[src/rtl/snax_reshuffler_job_scheduler.sv]
// Job scheduler for the data reshuffler: queues CSR job descriptors in a FIFO,
// launches them one at a time, tracks output beats and reports status counters.
module snax_reshuffler_job_scheduler #(
    parameter int unsigned RegDataWidth = 32,
    parameter int unsigned QueueDepth   = 4,
    parameter int unsigned CntWidth     = 32
) (
    input  logic                          clk_i,
    input  logic                          rst_i,
    input  logic [RegDataWidth-1:0]       job_cfg_i,
    input  logic [CntWidth-1:0]           job_beats_i,
    input  logic                          job_valid_i,
    output logic                          job_ready_o,
    output logic [RegDataWidth-1:0]       acc_ctrl_o,
    output logic                          acc_ctrl_valid_o,
    input  logic                          acc_ctrl_ready_i,
    input  logic                          acc_busy_i,
    input  logic                          out_beat_i,
    output logic                          busy_o,
    output logic [$clog2(QueueDepth):0]   queue_level_o,
    output logic [CntWidth-1:0]           jobs_done_o,
    output logic [CntWidth-1:0]           perf_cycles_o,
    output logic                          err_o
);

    localparam int unsigned PtrW = $clog2(QueueDepth);
    localparam int unsigned LvlW = PtrW + 1;
    localparam logic [LvlW-1:0] Depth = LvlW'(QueueDepth);

    typedef enum logic [1:0] {IDLE, ISSUE, RUN, DRAIN} state_t;

    state_t                  state;
    logic [RegDataWidth-1:0] cfg_mem   [QueueDepth];
    logic [CntWidth-1:0]     beats_mem [QueueDepth];
    logic [PtrW-1:0]         wr_ptr;
    logic [PtrW-1:0]         rd_ptr;
    logic [LvlW-1:0]         level;
    logic [CntWidth-1:0]     remaining;
    logic                    push;
    logic                    pop;

    // No bypass: readiness depends on the stored level only, never on a pop.
    assign job_ready_o   = (level < Depth);
    assign push          = job_valid_i & job_ready_o;
    assign pop           = (state == ISSUE) & acc_ctrl_ready_i;
    assign acc_ctrl_o    = cfg_mem[rd_ptr];
    assign queue_level_o = level;
    assign busy_o        = (state != IDLE) | (level != '0);

    always_ff @(posedge clk_i) begin
        if (rst_i) begin
            wr_ptr <= '0;
            rd_ptr <= '0;
            level  <= '0;
            for (int unsigned i = 0; i < QueueDepth; i++) begin
                cfg_mem[i]   <= '0;
                beats_mem[i] <= '0;
            end
        end else begin
            if (push) begin
                cfg_mem[wr_ptr]   <= job_cfg_i;
                beats_mem[wr_ptr] <= job_beats_i;
                wr_ptr            <= wr_ptr + 1'b1;
            end
            if (pop) begin
                rd_ptr <= rd_ptr + 1'b1;
            end
            if (push && !pop) begin
                level <= level + 1'b1;
            end else if (!push && pop) begin
                level <= level - 1'b1;
            end
        end
    end

    always_ff @(posedge clk_i) begin
        if (rst_i) begin
            state            <= IDLE;
            acc_ctrl_valid_o <= 1'b0;
            remaining        <= '0;
            jobs_done_o      <= '0;
            err_o            <= 1'b0;
        end else begin
            if (out_beat_i && state != RUN) begin
                err_o <= 1'b1;
            end
            case (state)
                IDLE: begin
                    if (level != '0) begin
                        state            <= ISSUE;
                        acc_ctrl_valid_o <= 1'b1;
                    end
                end
                ISSUE: begin
                    if (acc_ctrl_ready_i) begin
                        acc_ctrl_valid_o <= 1'b0;
                        remaining        <= beats_mem[rd_ptr];
                        state            <= (beats_mem[rd_ptr] == '0) ? DRAIN : RUN;
                    end
                end
                RUN: begin
                    if (out_beat_i) begin
                        remaining <= remaining - 1'b1;
                        if (remaining == CntWidth'(1)) begin
                            state <= DRAIN;
                        end
                    end
                end
                DRAIN: begin
                    if (!acc_busy_i) begin
                        jobs_done_o <= jobs_done_o + 1'b1;
                        // A push landing this very cycle counts as pending work.
                        if (level != '0 || push) begin
                            state            <= ISSUE;
                            acc_ctrl_valid_o <= 1'b1;
                        end else begin
                            state <= IDLE;
                        end
                    end
                end
                default: begin
                    state            <= IDLE;
                    acc_ctrl_valid_o <= 1'b0;
                end
            endcase
        end
    end

    always_ff @(posedge clk_i) begin
        if (rst_i) begin
            perf_cycles_o <= '0;
        end else if (busy_o && perf_cycles_o != '1) begin
            perf_cycles_o <= perf_cycles_o + 1'b1;
        end
    end

endmodule
[config.mk]
export PLATFORM = sky130hd
export DESIGN_NAME = snax_reshuffler_job_scheduler
export DESIGN_NICKNAME = d
export VERILOG_FILES = /design/src/rtl/snax_reshuffler_job_scheduler.sv
export SDC_FILE = /design/constraint.sdc
export NUM_CORES = 1
export LEC_CHECK = 0
export BUFFER_PORTS_ARGS = -buffer_cell sky130_fd_sc_hd__buf_2
export CAP_MARGIN = 30
export CORE_ASPECT_RATIO = 1.75
export CORE_MARGIN = 10
export CORE_UTILIZATION = 50
export DETAILED_ROUTE_END_ITERATION = 12
export PLACE_DENSITY = 0.68
export REMOVE_ABC_BUFFERS = 1
export SLEW_MARGIN = 20
export SYNTH_ARGS = -nofsm -noshare
export SYNTH_HDL_FRONTEND = slang
export SYNTH_SLANG_ARGS = --single-unit
[constraint.sdc]
create_clock -name clk_i -period 16.1 [get_ports clk_i]
set_clock_uncertainty 0.2 [all_clocks]
set_input_delay 0.805 -clock clk_i [delete_from_list [all_inputs] [get_ports clk_i]]
set_output_delay 0.805 -clock clk_i [all_outputs]
set_load 0.02 [all_outputs]
== After elaboration in Yosys (flattened, before gate mapping) ==
Memory sizes are Yosys's and may differ from the RTL's. A register that Yosys moved wholly into a read port is not among the register bits.
Index checks and enable logic that the tools add are counted.

* Bits in registers: 107
* RAM bits: 256
* Input port bits: 70
* Logic and storage cells: 88
* Memories: 2

{| class="wikitable"
|+ Memory list
! memory !! words !! bits a word !! read ports !! clocked after Yosys merged registers in !! wr ports !! RTL line !! text
|-
| beats_mem || 4 || 32 || 1 || 1 || 4 || 34 || <nowiki>logic [CntWidth-1:0] beats_mem [QueueDepth];</nowiki>
|-
| cfg_mem || 4 || 32 || 1 || 1 || 4 || 33 || <nowiki>logic [RegDataWidth-1:0] cfg_mem [QueueDepth];</nowiki>
|}

* $add $sub $neg: 7
* Order comparisons: 1
* Eq/ne operators: 12
* Muxes and demuxes: 33
* Bitwise operators: 4
* Reduce and logical (&&, ||, !) cells: 20

{| class="wikitable"
|+ Operators by type and width
! kind !! count
|-
| $mux 32 || 4
|-
| $add 32x1->32 const B || 2
|-
| $pmux 32 s2 || 1
|-
| $reduce_or 32->1 || 2
|-
| $eq 32x1->1 const B || 1
|-
| $logic_not 32->1 || 1
|-
| $ne 32x32->1 const B || 1
|-
| $sub 32x1->32 const B || 1
|-
| $mux 2 || 11
|-
| $ne 2x2->1 const B || 7
|-
| $mux 1 || 13
|-
| $reduce_and 5->1 || 2
|-
| $pmux 2 s4 || 1
|-
| $mux 3 || 2
|-
| $reduce_bool 2->1 || 3
|-
| $reduce_bool 3->1 || 2
|-
| $add 2x1->2 const B || 2
|-
| $eq 2x2->1 const B || 2
|-
| $logic_and 1x1->1 || 4
|-
| $add 3x1->3 const B || 1
|-
| $lt 3x3->1 const B || 1
|-
| $pmux 1 s3 || 1
|-
| $reduce_and 3->1 || 1
|-
| $sub 3x1->3 const B || 1
|-
| other kinds (8) || 10
|}

== Longest topological paths before layout ==
* Depth after elaboration: 7
* Gate-level depth with buffers: 10
* Gate-level depth less buffers: 9

== Worst setup path after synthesis ==
Ideal clock, no wire load.

* Kind: input-to-reg
* From: input job_valid_i
* To: memory beats_mem[3][0], enable pin
* Setup time: 0.574 ns
* Arrival time: 5.605 ns
* Data required time: 15.326 ns
* Setup slack: 9.720 ns
* Cell stages on the path: 4
* Path through: nand2_1 inv_1 nand2_1 o21ai_0

{| class="wikitable"
|+ RTL lines
! what !! RTL line !! text
|-
| from (decl) || 12 || <nowiki>input logic job_valid_i,</nowiki>
|-
| to (decl) || 34 ||
|}

==> run summary <==
Summed over all instances, the cell type with the most area after synthesis is edfxtp_1. The final-layout setup total negative slack came out at 0 ns. Once detailed placement completed, the half-perimeter wirelength came to 25.1 mm.

The diode insertion count for antenna repair is 0. The number of nets in the layout came out at 1,647. The number of max-slew violations in the final report came out at 0. The setup violation total in the final timing report is 0. Across the run, the number of max-cap violations was 0. In this run the post-CTS setup repair buffer count came out at 0. The met2 wirelength from detailed routing is 21.0 mm. The peak fanout along the critical path came out at 32. The number of distinct library cell variants in the gate-level netlist after synthesis is 68. The die extent in x is 158 um. The number of search-and-repair iterations in the first detailed-routing pass is 5. The remaining antenna violation count after routing came out at 0. The count of unresolved DRC violations after routing came out at 0.

The effective utilization at floorplan came out at 50.4%. The CTS H-tree depth came out at 2. Counting the buffers created by CTS gives 34. The warning count from the yosys run came out at 0. The global-route wire length before repair is 63.9 mm. Summed over its instances, the top area cell type makes up 46.3% of the synthesized netlist area. The required time at the endpoint of the critical path came out at 15.09 ns. The synthesized flop and latch total is 365. The leakage power total is 7.36 nW. Routability-driven placement finished with a final weighted congestion of 0.867. The sum of routed wire segments on met1 came out at 15.2 mm.

The detailed router finished its first iteration with 746 violations. The post-route netlist has 20.4% of its cells at a drive strength greater than 1. The initial antenna violation count is 2. The sequential cell area fraction in the yosys report came out at 59.5%. The total wire length after detailed routing is 40.2 mm. The post-synthesis instance total came out at 1,417. The headroom to the max-slew limit came out at 35.6%. The tightest hold path in the finished design has a slack of 0.300 ns. The via count of the first global-routing pass is 11,882. Dividing the final minimum period by the clock period gives 22.3%. The buffer levels on the longest clock path came out at 3. The pin count of the biggest net entering global routing came out at 69. The slew at the pin closest to its max-slew limit came out at 0.966 ns. The die footprint is 0.0412 mm^2. The number of top-level design ports came out at 173. The element type at the critical path end is an output port. Of all flip-flops after synthesis, the portion carrying an async set or reset was 0%. The number of hold violations in the final report is 0. The total of hold buffers inserted after clock tree synthesis came out at 0.

The minimum clock period came out at 3.60 ns. The number of enable-type register cells in the synthesized netlist is 256. The number of sinks on the clock net came out at 365. The via count came out at 11,642. The total routing usage reported by global routing is 19.4%. Once the clock tree was built, the resizer swapped 0 gates to a different size. The worst min-delay path category is reg -> reg. The total area of multi-input combinational cells came out at 0.00616 mm^2. The worst-case IR drop observed on VDD is 119 uV.

The final total power came out at 2.86 mW. The critical path is of the reg -> out type. The cell row count is 88. The run finished with clean final reports.

The post-synthesis instance area came out at 0.0166 mm^2. Setup repair after global routing left no endpoint under its margin. STA classifies the critical path startpoint as a flip-flop.

Dividing the detail-routed wire length by the instance count gives 20.1 um. Clock latency on the worst-skew pair, taken at its later pin, is 0.55 ns. The die height came out at 261 um.

The detailed-route vias per instance is 5.84. TritonCTS built the clock tree. The wire length on met3 is 2.58 mm.

The predominant post-synthesis flop cell is edfxtp_1. The critical path data arrival time came out at 2.59 ns. The total of fill cells in the finished design is 2,719. CTS placed an instance of clkbuf_16 at the clock tree root. Averaged over all synthesized cells, the footprint is 11.7 um^2.

The highest metal layer carrying signal wires in the routed design is met5. The total overflow left after global routing is 0. Static timing analysis puts the maximum clock frequency at 278 MHz. The area used by sequential logic in the layout is 0.00987 mm^2. Ranked by total cell area, the synthesized netlist is headed by edfxtp_1 (46%), dfxtp_1 (13%), mux4_2 (7.5%). The signed area change from the synthesized netlist to the final layout is 14.9%.

After floorplanning, the core was sized to cover 0.0329 mm^2. The total of buffers placed on input and output ports is 172. The clock transition time at the flip-flop clock pins of the worst setup and hold paths came out at 0.06 ns. The power density over the cells came out at 150 mW/mm^2.
-- final timing paths --
kind | to | from | slack, ns | depth (start not counted)
max reg2reg | state[0] | flip-flop | 12.54 | 7
min | jobs_done_o[12] | jobs_done_o[12] | 0.30 | 2
min reg2reg | jobs_done_o[12] | jobs_done_o[12] | 0.30 | 2
max | acc_ctrl_o[18] | flip-flop | 12.50 | 4
-- state kept, by name (all words and copies together), names as in the netlist, named ones only --
name,count
beats_mem,128
cfg_mem,128
jobs_done_o,32
perf_cycles_o,32
remaining,32
queue_level_o,3
rd_ptr,2
state,2
wr_ptr,2
acc_ctrl_valid_o,1
err_o,1
-- per-stage QoR --
step                      instance area (um^2)  util (%)  setup WS (ns)  std cells
after floorplan                          16300         -           9.24       1336
after global routing                     19100      57.9          12.31       1995
after global placement                   17800      54.2          12.33       1930
final                                    19100      57.9          12.50       1995
after detailed placement                 17800      54.2          12.28       1930
after CTS                                18900      57.5          12.24       1990
-- metal layers --
metal / global-route usage (%) / vias up
li1: - / 5488
met1: 21.8 / 5676
met2: 35.0 / 389
met3: 3.73 / 87
met4: 8.21 / 2
met5: 0 / -
-- cells in the mapped netlist, types with 4 or more instances --
library cell  count
nand2_1         125
o41ai_1           8
a31oi_1           4
nand3b_1          5
nor3_1           23
a22oi_1           5
dfxtp_1         109
nor3b_1           6
xnor2_1          20
or2_2             4
nor4b_1           4
inv_1            79
edfxtp_1        256
ha_1             10
nand4_1          22
or4_1             7
and3_1            8
a21o_1            4
a211oi_1         11
o31ai_1          13
mux2i_1           4
o22ai_1           4
mux2_2            6
nand2b_1          4
mux4_1            9
a21oi_1          54
nor2b_1          11
o32ai_1           5
and4_1            9
o21a_1            5
clkbuf_1         65
nor2_1          194
nor4_1           24
mux4_2           55
or3_1            34
o21ai_0          47
nand3_1          31
xor2_1           10
buf_1            11
and2_1           68
o31a_1            4
-- area by class of cell --
class                      count  area share [%]
sequential                   365            51.8
multi-input combinational    889            32.3
clock inverter                14           0.847
timing repair buffer         194            5.92
clock buffer                  46            4.86
inverter                      82            1.61
tap                          405            2.66
-- kinds of logic (layout without fill, tap and decap cells) --
logic type	after synthesis	in the layout	share of synthesized area (%)
buffers and inverters	163	336	3.87
and+or+nand+nor	586	586	17.4
muxes	74	74	9.54
DFF	365	365	59.5
AOI/OAI and AO/OA	188	188	7.30
adders and majority gates	11	11	0.875
xor gates and xnor gates	30	30	1.58
-- critical path: stages (launching register included) --
cell	delay, ns
dfxtp_4	0.58
buf_4	0.42
buf_16	0.28
mux4_2	0.55
buf_2	0.18
-- where the power goes --
group | internal [mW] | switching, mW | leakage (nW)
logic | 0.296 | 0.547 | 3.28
registers | 1.14 | 0.0804 | 3.55
clock network | 0.442 | 0.354 | 0.527
total | 1.88 | 0.982 | 7.36
-- cell usage in the layout, fill, tap and decap left out, types with 31 or more instances in the layout --
master / Yosys / layout
clkbuf_16: 0 / 34
inv_1: 79 / 79
or3_1: 34 / 34
o21ai_0: 47 / 44
dfxtp_1: 109 / 107
nand3_1: 31 / 31
nor2_1: 194 / 193
edfxtp_1: 256 / 256
buf_2: 2 / 171
nand2_1: 125 / 124
a21oi_1: 54 / 54
mux4_2: 55 / 55
and2_1: 68 / 68
No activity file was read; power rests on OpenSTA's default activity.
